<file path="config.mk">
export PLATFORM = sky130hd
export DESIGN_NAME = clint_timer_flat
export DESIGN_NICKNAME = d
export VERILOG_FILES = /design/src/rtl/clint_timer_if.sv /design/src/rtl/clint_timer.sv /design/src/flat_wrapper.sv
export SDC_FILE = /design/constraint.sdc
export NUM_CORES = 1
export LEC_CHECK = 0
export CAP_MARGIN = 0
export CORE_UTILIZATION = 39
export DETAILED_ROUTE_END_ITERATION = 8
export GPL_TIMING_DRIVEN = 0
export HOLD_SLACK_MARGIN = 0.05
export PLACE_DENSITY = 0.62
export SETUP_SLACK_MARGIN = 0.2
export SYNTH_ARGS = -nofsm -noshare
export SYNTH_HDL_FRONTEND = slang
export SYNTH_SLANG_ARGS = --single-unit
</file>
<file path="constraint.sdc">
create_clock -name clk -period 4.85 [get_ports clk]
set_input_delay 0.97 -clock clk [delete_from_list [all_inputs] [get_ports clk]]
set_output_delay 0.97 -clock clk [all_outputs]
set_load 0.01 [all_outputs]
</file>
<file path="src/rtl/clint_timer_if.sv">
// Request/response port of the core-local interruptor.
// One transfer occurs on each edge where valid && ready; the initiator holds its payload stable while valid is high.
interface clint_timer_if;
  logic        req_valid;
  logic        req_ready;
  logic        req_write;
  logic [15:0] req_addr;
  logic [63:0] req_wdata;
  logic [7:0]  req_strb;
  logic        resp_valid;
  logic        resp_ready;
  logic [63:0] resp_rdata;
  logic        resp_err;

  modport master (
    output req_valid, req_write, req_addr, req_wdata, req_strb, resp_ready,
    input  req_ready, resp_valid, resp_rdata, resp_err
  );

  modport slave (
    input  req_valid, req_write, req_addr, req_wdata, req_strb, resp_ready,
    output req_ready, resp_valid, resp_rdata, resp_err
  );
endinterface

</file>
<file path="src/rtl/clint_timer.sv">
// Core-local interruptor: the mtime counter with a prescaler, mtimecmp, and msip.
// It drives mtip and msip into the CSR unit.
module clint_timer #(
  parameter int unsigned TICK_DIV = 1
) (
  input  logic         clk,
  input  logic         reset_n,
  clint_timer_if.slave bus,
  output logic         msip,
  output logic         mtip,
  output logic         dbg_state
);

  typedef enum logic {IDLE = 1'b0, RESP = 1'b1} state_t;

  state_t      state, state_nxt;
  logic [15:0] div_cnt;
  logic [63:0] mtime;
  logic [63:0] mtimecmp;
  logic [63:0] resp_rdata_q;
  logic        resp_err_q;
  logic        req_ready_c;
  logic        resp_valid_c;

  logic        accept;
  logic        tick;
  logic        sel_msip, sel_cmp, sel_time, hit;
  logic [63:0] rd_data;
  logic [63:0] wmask;

  function automatic logic [63:0] byte_mask(input logic [7:0] s);
    logic [63:0] m;
    for (int i = 0; i < 8; i++) m[8*i +: 8] = {8{s[i]}};
    return m;
  endfunction

  // Full 16-bit matches, so any misaligned offset is treated as unmapped.
  assign sel_msip = (bus.req_addr == 16'h0000);
  assign sel_cmp  = (bus.req_addr == 16'h4000);
  assign sel_time = (bus.req_addr == 16'hBFF8);
  assign hit      = sel_msip | sel_cmp | sel_time;
  assign wmask    = byte_mask(bus.req_strb);
  assign accept   = (state == IDLE) && bus.req_valid;
  assign tick     = (div_cnt == 16'(TICK_DIV - 1));

  always_comb begin
    rd_data = 64'd0;
    if (!bus.req_write) begin
      if (sel_msip)      rd_data = {63'd0, msip};
      else if (sel_cmp)  rd_data = mtimecmp;
      else if (sel_time) rd_data = mtime;
    end
  end

  always_ff @(posedge clk or negedge reset_n) begin
    if (!reset_n) state <= IDLE;
    else          state <= state_nxt;
  end

  always_comb begin
    state_nxt    = state;
    req_ready_c  = 1'b0;
    resp_valid_c = 1'b0;
    case (state)
      IDLE: begin
        req_ready_c = 1'b1;
        if (bus.req_valid) state_nxt = RESP;
      end
      RESP: begin
        resp_valid_c = 1'b1;
        if (bus.resp_ready) state_nxt = IDLE;
      end
      default: state_nxt = IDLE;
    endcase
  end

  // The prescaler runs freely; a software write to mtime never realigns it.
  always_ff @(posedge clk or negedge reset_n) begin
    if (!reset_n) div_cnt <= 16'd0;
    else if (tick) div_cnt <= 16'd0;
    else div_cnt <= div_cnt + 16'd1;
  end

  always_ff @(posedge clk or negedge reset_n) begin
    if (!reset_n) begin
      mtime <= 64'd0;
    end else if (accept && bus.req_write && sel_time) begin
      mtime <= (mtime & ~wmask) | (bus.req_wdata & wmask);
    end else if (tick) begin
      mtime <= mtime + 64'd1;
    end
  end

  always_ff @(posedge clk or negedge reset_n) begin
    if (!reset_n) begin
      mtimecmp <= 64'hFFFF_FFFF_FFFF_FFFF;
      msip     <= 1'b0;
    end else if (accept && bus.req_write) begin
      if (sel_cmp)                    mtimecmp <= (mtimecmp & ~wmask) | (bus.req_wdata & wmask);
      if (sel_msip && bus.req_strb[0]) msip    <= bus.req_wdata[0];
    end
  end

  always_ff @(posedge clk or negedge reset_n) begin
    if (!reset_n) mtip <= 1'b0;
    else          mtip <= (mtime >= mtimecmp);
  end

  always_ff @(posedge clk or negedge reset_n) begin
    if (!reset_n) begin
      resp_rdata_q <= 64'd0;
      resp_err_q   <= 1'b0;
    end else if (accept) begin
      resp_rdata_q <= rd_data;
      resp_err_q   <= !hit;
    end
  end

  assign bus.req_ready  = req_ready_c;
  assign bus.resp_valid = resp_valid_c;
  assign bus.resp_rdata = resp_rdata_q;
  assign bus.resp_err   = resp_err_q;
  assign dbg_state      = logic'(state);

endmodule

</file>
<file path="src/flat_wrapper.sv">
// flat-port wrapper written by rule: the top's interface ports become plain ports
module clint_timer_flat 
#(
  parameter int unsigned TICK_DIV = 1
)
  (clk, reset_n, msip, mtip, dbg_state, bus_req_valid, bus_req_write, bus_req_addr, bus_req_wdata, bus_req_strb, bus_resp_ready, bus_req_ready, bus_resp_valid, bus_resp_rdata, bus_resp_err);
  clint_timer_if bus_i ();
  input  logic clk;
  input  logic reset_n;
  output logic msip;
  output logic mtip;
  output logic dbg_state;
  input wire logic [$bits(bus_i.req_valid)-1:0] bus_req_valid;
  input wire logic [$bits(bus_i.req_write)-1:0] bus_req_write;
  input wire logic [$bits(bus_i.req_addr)-1:0] bus_req_addr;
  input wire logic [$bits(bus_i.req_wdata)-1:0] bus_req_wdata;
  input wire logic [$bits(bus_i.req_strb)-1:0] bus_req_strb;
  input wire logic [$bits(bus_i.resp_ready)-1:0] bus_resp_ready;
  output wire logic [$bits(bus_i.req_ready)-1:0] bus_req_ready;
  output wire logic [$bits(bus_i.resp_valid)-1:0] bus_resp_valid;
  output wire logic [$bits(bus_i.resp_rdata)-1:0] bus_resp_rdata;
  output wire logic [$bits(bus_i.resp_err)-1:0] bus_resp_err;
  assign bus_i.req_valid = bus_req_valid;
  assign bus_i.req_write = bus_req_write;
  assign bus_i.req_addr = bus_req_addr;
  assign bus_i.req_wdata = bus_req_wdata;
  assign bus_i.req_strb = bus_req_strb;
  assign bus_i.resp_ready = bus_resp_ready;
  assign bus_req_ready = bus_i.req_ready;
  assign bus_resp_valid = bus_i.resp_valid;
  assign bus_resp_rdata = bus_i.resp_rdata;
  assign bus_resp_err = bus_i.resp_err;
  clint_timer #(.TICK_DIV(TICK_DIV)) u_core (.clk(clk), .reset_n(reset_n), .bus(bus_i), .msip(msip), .mtip(mtip), .dbg_state(dbg_state));
endmodule
</file>
; Word-level counts from Yosys, hierarchy flattened
; Index checks and enable logic that the tools add are counted.
[op_classes]
addsub = 2
magnitude_cmp = 1
eq_ne = 2
mux = 12
bitwise_logic = 9
n_reduce_logical = 10
[op_table]
columns = cell, count
row1 = $mux 64, 6
row2 = $and 64x64->64, 3
row3 = $or 64x64->64, 2
row4 = $add 64x1->64 const B, 1
row5 = $ge 64x64->1, 1
row6 = $not 64->64, 1
row7 = $logic_not 16->1, 2
row8 = $add 16x1->16 const B, 1
row9 = $eq 16x15->1 const B, 1
row10 = $eq 16x16->1 const B, 1
row11 = $mux 16, 1
row12 = $logic_and 1x1->1, 4
row13 = $mux 1, 4
row14 = $reduce_and 2->1, 2
row15 = $or 1x1->1, 2
row16 = $pmux 1 s2, 1
row17 = $reduce_bool 2->1, 1
row18 = $logic_not 1->1, 1
row19 = $not 1->1, 1
[totals]
ff_bits = 212
input_bits = 93
output_inout_bits = 70
wordCells = 44

; Depth between registers and ports, before layout
; Gate-level depths: netlist of run 1.
[depth]
ltp_word = 5
mapped_depth = 10
ltp_nobuf = 8

; Worst setup path after synthesis of run 1
; OpenSTA, ideal clock, no wires.
[synth_path]
path_type = input port to flip-flop
start = input port bus_req_addr[5]
end = register u_core.resp_rdata_q[1], in the netlist u_core.bus.resp_rdata[1]
setup_time_ps = 133
t_arrival_ps = 2792
t_required_ps = 4717
slack_ps = 1925
stages = 8
n_path_buf = 3
cell_sequence = or4_1 -> nor4_2 -> nand2_1 -> buf_2 -> clkbuf_1 -> clkbuf_1 -> a21oi_1 -> o21ai_0
[synth_via]
elab_chain_cells = 5
elab_cells_between_ends = 7
classes_between = eq/ne (2) / mux (4) / reduce/logical (1)
[synth_rtl]
columns = item, line
row1 = start: declaration, flat_wrapper.sv:15  ; input wire logic [$bits(bus_i.req_addr)-1:0] bus_req_addr;
row2 = $eq 16x16->1, clint_timer.sv:40  ; assign sel_time = (bus.req_addr == 16'hBFF8);
row3 = $mux 64, clint_timer.sv:51  ; else if (sel_time) rd_data = mtime;
row4 = $mux 64, clint_timer.sv:50  ; else if (sel_cmp) rd_data = mtimecmp;
row5 = $mux 64 (*), clint_timer.sv:49  ; if (sel_msip) rd_data = {63'd0, msip};
row6 = $mux 64 (*), clint_timer.sv:48  ; if (!bus.req_write) begin
row7 = end signal: assignment, clint_timer.sv:114  ; resp_rdata_q <= rd_data;
row8 = end: declaration, clint_timer.sv:20  ; logic [63:0] resp_rdata_q;
; Every way passes the cells marked *; elsewhere a longest branch is shown, timed or not.
; A chain may end at the register's enable or synchronous reset.

==> summary.md, run 1 <==
| Metric | Value |
|---|---|
| Hold buffers post-CTS | `0` |
| Total track usage | `0.249` |
| DRC | `0` |
| Worst relative slew slack | `0.0620` |
| Yosys top cell area share | `0.306` |
| Syn nets | `1492` |
| Post-synthesis sequential area ratio | `0.444` |
| Final worst clock skew | `0.0167 ns` |
| Post-Syn Area | `12100 sq um` |
| Pwr dens | `270 nW/um^2` |
| Top_reg_cell synth | `dfrtp_1` |
| Clk Latency, worst-skew pair | `0.54 ns` |
| Worst-Margin Slew | `1.41 ns` |
| CTS H-tree lvls | `1` |
| Post-CTS Setup Inserts | `0` |
| Fin. max-slew vios | `0` |
| Yosys warns | `0` |
| Num rows | `64` |
| Die Height | `178 microns` |
| Cells after Synth | `1332` |
| Die area | `31800 sq um` |
| Cell taking the most area after synthesis | `dfrtp_1` |
| Hold slack | `0.374 ns` |
| Sink Count | `212` |
| Layout cells sized above 1 | `0.128` |
| Max Cap Violations | `0` |
| Clk pin slew, worst setup/hold paths | `0.06 ns` |
| Fill count | `2939` |
| Worst path slowest cell | `clkbuf_1` |
| Ant. Diodes | `0` |
| Largest net degree at the start of global routing | `86` |
| Io pins | `163` |
| Post-synth cell types | `61` |
| CTS tree | `yes` |
| Synth top area cells | `dfrtp_1 (31%), dfstp_2 (14%), ha_1 (6.9%), mux2_2 (5.9%), a21oi_1 (4.4%)` |
| Asr flop ratio synth | `1.00` |
| Fraction of the cycle the final worst path needs | `0.862` |
| Final Hold Violating Endpoints | `0` |
| RSZ-0062 raised after global routing | `false` |
| Worst-case clock buffer depth | `3` |
| Setup violations, final | `0` |
| Post-synth EDFFs | `0` |
| GRT overflow | `0` |
| Worst Path Buf+Inv | `3` |
| Top post-synthesis cells by count | `dfrtp_1 (148), nand2_1 (139), nor2_1 (118)` |
| HP Class | `in2async` |
| Critical-path maximum fanout | `10` |
| CP startpoint kind | `primary input` |
| Die Wd | `178 microns` |
| Port Buffers | `157` |
| Post-cts resize count | `0` |
| Pre-CTS setup slack | `0.229 ns` |
| Most frequent cell on the critical path | `clkbuf_1` |
| Placeable Area | `30600 sq um` |
| Max IR drop VDD | `228 uV` |
| Crit path kind | `in2reg` |
| Vias in the first global route | `10.7k` |
| First-pass GRT wire length | `61000 microns` |
| Worst Path Required | `5.25 ns` |
| Nets@finish | `1678` |
| CP Cell Sequence | `clkdlybuf4s50_1 > nand3b_1 > nor3_1 > and3_1 > clkbuf_1 > clkbuf_1 > nand2_1 > o32ai_1 > a21oi_1` |
| CP max stage delay | `0.66 ns` |
| Cells on worst reg2reg path | `9` |
| Final core utilization | `0.494` |
| CTS root buf | `clkbuf_16` |
| Initial antenna violation count | `0` |
| Post-route antenna net violation count | `0` |
| Setup WS post-layout | `0.668 ns` |
| Peak Freq | `239 MHz` |
| Drt wl/cell | `20.1 microns` |
| Drt first pass iters | `5` |
| CP Capture Type | `register` |
| HPWL reported at the end of detailed placement | `28800 microns` |
| Fin area | `15100 sq um` |
| Final setup TNS | `0 ns` |
| Final GP Congestion | `0.914` |
| Vias | `11.0k` |
| Initial Utilization | `0.396` |
| CTS Buf Count | `25` |
| Most common cell in the netlist | `dfrtp_1` |
| Area grow syn2layout | `24.8%` |
| Final Critical Period | `4.18 ns` |
| Number of DRC markers in iteration 0 | `950` |
| Average size of a mapped cell | `9.10 sq um` |
| Status | `complete, no violations` |
| #FFs+latches synth | `212` |
| Post-place instance area | `14200 sq um` |
| Arrival @ worst endpoint | `4.58 ns` |
| Critical Path Stages | `9` |
| Leak | `5.98 nW` |
| Vias per cell | `5.70` |
| Overall routed net length | `38900 microns` |
| Top delay family on crit path | `buffers and inverters` |
-- cell families (layout without fill, tap and decap cells) --
group,after synthesis,in the layout,synth area share
compound gates,298,298,0.147
simple gates,528,528,0.215
buf+inv,133,338,0.0416
flops,212,212,0.444
fa+ha+maj,67,67,0.0692
xor+xnor,22,22,0.0159
mux,72,72,0.0665
-- stage by stage --
step | std cells | power, W
finish | 1933 | 0.00409
global route | 1933 | 0.00421
CTS | 1933 | 0.00411
detailed placement | 1887 | 0.00210
global placement | 1885 | 0.00209
floorplan | 1332 | 0.00191
-- routing by layer --
metal,up-vias,global-route usage,share of wire
met5,-,0.0144,0.0015
met3,90,0.0356,0.063
met4,2,0.0865,0.034
met2,413,0.393,0.45
li1,5203,-,-
met1,5304,0.348,0.45
-- report_power, final --
part	internal (W)	switching, W	leakage [nW]
registers	0.00179	0.0000244	2.58
clock network	0.00124	0.000782	0.433
logic	0.000115	0.000147	2.97
-- placed cells by master, fill, tap and decap left out, types with 11 or more instances in the layout --
cell,netlist,final
dfrtp_1,148,148
nor3_1,30,30
inv_1,77,77
nand4_1,41,41
nand3_1,85,85
clkbuf_1,51,55
nor2_1,118,118
clkbuf_16,0,25
nor4_1,21,21
dfstp_2,64,64
mux2_2,63,63
and2_1,11,11
and3_1,25,25
a21oi_1,107,107
o21ai_0,95,95
and4_1,13,13
nand2_1,139,139
ha_1,67,67
a211oi_1,14,14
or3_1,11,11
clkdlybuf4s50_1,0,156
a21o_1,11,11
xnor2_1,17,17
-- path summary, 6_finish.rpt --
kind	start	endpoint	slack (ns)
worst max-delay path	bus_req_addr[14]	register	0.67
worst min-delay path	reset_n	u_core.bus.resp_rdata[13]	0.37
worst max register to register	u_core.div_cnt[0]	register	1.28
worst min register to register	u_core.bus.resp_err	u_core.bus.resp_err	0.47
max in group asynchronous	reset_n	asynchronous set/reset pin	3.28
min in group clk	u_core.bus.resp_err	u_core.bus.resp_err	0.47
-- layout make-up --
type                       count  area, sq um  area share
sequential                   212         5390       0.356
buffer                        56          215      0.0142
clock inverter                12          166      0.0110
tap                          396          495      0.0328
inverter                      77          289      0.0191
multi-input combinational    987         6230       0.412
clock buffer                  34          709      0.0469
timing repair buffer         159         1630       0.108
(Power assumes the default switching activity.)
==> run 2: changes to the inputs <==
--- a/config.mk
+++ b/config.mk
@@ -6,11 +6,11 @@
 export NUM_CORES = 1
 export LEC_CHECK = 0
 export CAP_MARGIN = 0
-export CORE_UTILIZATION = 39
+export CORE_UTILIZATION = 30
 export DETAILED_ROUTE_END_ITERATION = 8
 export GPL_TIMING_DRIVEN = 0
 export HOLD_SLACK_MARGIN = 0.05
-export PLACE_DENSITY = 0.62
+export PLACE_DENSITY = 0.51
 export SETUP_SLACK_MARGIN = 0.2
 export SYNTH_ARGS = -nofsm -noshare
 export SYNTH_HDL_FRONTEND = slang
==> run 2 against run 1 <==
Effect of this change: critical path depth unchanged; combinational power grew 2%; final cell count up 6.9%; clock skew decreased by 0.0074 ns; non-clock buffer count increased by 2; sequential power hardly changed; sequential share of layout area fell by 0.27 points; count of clock-buffer cells in the layout increased by 9; first-iteration DRC count is 24% lower.
==> summary.md, run 2 (synthesis gave the netlist of run 1 again) <==
| Metric | Value |
|---|---|
| Fin area | `15200 sq um (+0.76%)` |
| Drt first pass iters | `5 (unchanged)` |
| Wire length on met1 | `19800 microns (+12%)` |
| GRT overflow | `0 (unchanged)` |
| Setup violations, final | `0 (unchanged)` |
| Area grow syn2layout | `25.8%` |
| Most common cell after layout, fill and taps aside | `clkdlybuf4s50_1` |
| HPWL reported at the end of detailed placement | `31900 microns (+11%)` |
| Max IR drop VDD | `246 uV (+7.7%)` |
| Port Buffers | `157 (unchanged)` |
| Final Critical Period | `4.24 ns (+0.0553 ns)` |
| Worst-case clock buffer depth | `3 (unchanged)` |
| DR top layer | `met4` |
| Io pins | `163 (unchanged)` |
| Crit path kind | `in2reg` |
| Nets@finish | `1681 (+0.18%)` |
| Most frequent cell on the critical path | `clkbuf_1` |
| Drt wl/cell | `20.6 microns (+2.3%)` |
| Peak Freq | `236 MHz (-1.3%)` |
| Initial antenna violation count | `0 (unchanged)` |
| Vias in the first global route | `11.0k (+2.3%)` |
| CP Cell Sequence | `clkdlybuf4s50_1 > nand4_1 > nor3_1 > and3_1 > clkbuf_1 > clkbuf_1 > nand2_1 > nand3_1 > o211ai_1` |
| Final core utilization | `0.383 (-0.112)` |
| Worst path slowest cell | `clkbuf_1` |
| Status | `complete, no violations` |
| Cells after DPL | `2017 (+6.9%)` |
| RSZ-0062 raised after global routing | `false` |
| Post-place instance area | `14400 sq um (+1.2%)` |
| Hold buffers post-CTS | `0 (unchanged)` |
| Worst relative slew slack | `0.0528 (-0.00918)` |
| Die Wd | `203 microns (+14%)` |
| Max Cap Violations | `0 (unchanged)` |
| Overall routed net length | `42500 microns (+9.3%)` |
| HP Class | `in2async` |
| Total track usage | `0.206 (-0.0428)` |
| Final worst clock skew | `0.00929 ns (-0.00741 ns)` |
| Post-route antenna net violation count | `0 (unchanged)` |
| CTS Buf Count | `26 (+4.0%)` |
| Fraction of the cycle the final worst path needs | `0.874 (+0.0114)` |
| Number of DRC markers in iteration 0 | `722 (-24%)` |
| DRC | `0 (unchanged)` |
| Arrival @ worst endpoint | `4.66 ns (+0.08 ns)` |
| Worst-Margin Slew | `1.41 ns (+0.00293 ns)` |
| Met3 Wirelength | `2410 microns (-2.0%)` |
| Placeable Area | `39800 sq um (+30%)` |
| Die area | `41200 sq um (+30%)` |
| Vias | `11.0k (-0.44%)` |
| Clk pin slew, worst setup/hold paths | `0.06 ns (about the same)` |
| Critical-path maximum fanout | `10 (unchanged)` |
| Die Height | `203 microns (+14%)` |
| Leak | `5.95 nW (-0.63%)` |
| CTS tree | `yes` |
| CP startpoint kind | `primary input` |
| Clk Latency, worst-skew pair | `0.54 ns (about the same)` |
| Post-CTS Setup Inserts | `0 (unchanged)` |
| Pwr dens | `261 nW/um^2 (-3.5%)` |
| Sink Count | `212 (unchanged)` |
| Largest net degree at the start of global routing | `80 (-7.0%)` |
| Final Power | `0.00397 W (-2.8%)` |
| First-pass GRT wire length | `65400 microns (+7.2%)` |
| Initial Utilization | `0.304 (-0.0918)` |
| Final Hold Violating Endpoints | `0 (unchanged)` |
| WL met2 | `19200 microns (+10%)` |
| CP Capture Type | `register` |
| Final GP Congestion | `0.888 (-2.8%)` |
| Commonest non-fill, non-tap cells in the layout | `clkdlybuf4s50_1 (156), dfrtp_1 (148), nand2_1 (139)` |
| Fin. max-slew vios | `0 (unchanged)` |
| Worst Path Required | `5.27 ns (+0.02 ns)` |
| Num rows | `73 (+14%)` |
| Post-Layout Cell Count | `2066 (+6.9%)` |
| CTS H-tree lvls | `1 (unchanged)` |
| Layout cells sized above 1 | `0.124 (-0.00423)` |
| CTS root buf | `clkbuf_16` |
| Post-cts resize count | `0 (unchanged)` |
| CP max stage delay | `0.69 ns (+0.03 ns)` |
| Vias per cell | `5.31 (-6.9%)` |
| Ant. Diodes | `0 (unchanged)` |
## run 2: worst max-delay path, delay by kind of cell
family                 cells  cell delay (ns)
buffers and inverters      3             1.92
AND/OR/NAND/NOR            5             1.66
AO/OA/AOI/OAI              1             0.10
## run 2: report_power, final
part	internal, W	switching, W
clock network	0.00111	0.000785
logic	0.000115	0.000153
registers	0.00179	0.0000257
## run 2: area by class of cell
class	instances	area, sq um
clock buffer	43	756
tap	525	657
sequential	212	5390
fill	4122	24600
inverter	77	289
clock inverter	5	55.1
buffer	56	215
multi-input combinational	987	6230
timing repair buffer	161	1650
## run 2: worst paths after layout
check	end	slack [ns]	startpoint	cells past startpoint
hold / removal	u_core.bus.resp_rdata[33]	0.37	reset_n	1
setup / recovery	register	0.61	bus_req_addr[11]	9
hold reg to reg	u_core.bus.resp_rdata[42]	0.48	u_core.bus.resp_rdata[42]	2
max in group asynchronous	asynchronous set/reset pin	3.63	reset_n	2
min in group clk	u_core.bus.resp_rdata[42]	0.48	u_core.bus.resp_rdata[42]	2
setup reg to reg	register	1.31	u_core.dbg_state	9
## run 2: per-stage QoR
step / setup slack [ns] / hold slack, ns / TNS [ns]
2_1_floorplan: 1.92 / 0.447 / 0
3_3_place_gp: -6.65 / 0.463 / -1218.87
3_5_place_dp: 0.0320 / 0.472 / 0
4_1_cts: 0.606 / 0.394 / 0
5_1_grt: 0.426 / 0.393 / 0
6_report: 0.613 / 0.372 / 0
## run 2: metal layers
layer,GRT usage,vias to the layer above
met5,0,-
met4,0.0653,0
met3,0.0319,77
met2,0.329,333
met1,0.286,5346
li1,-,5207
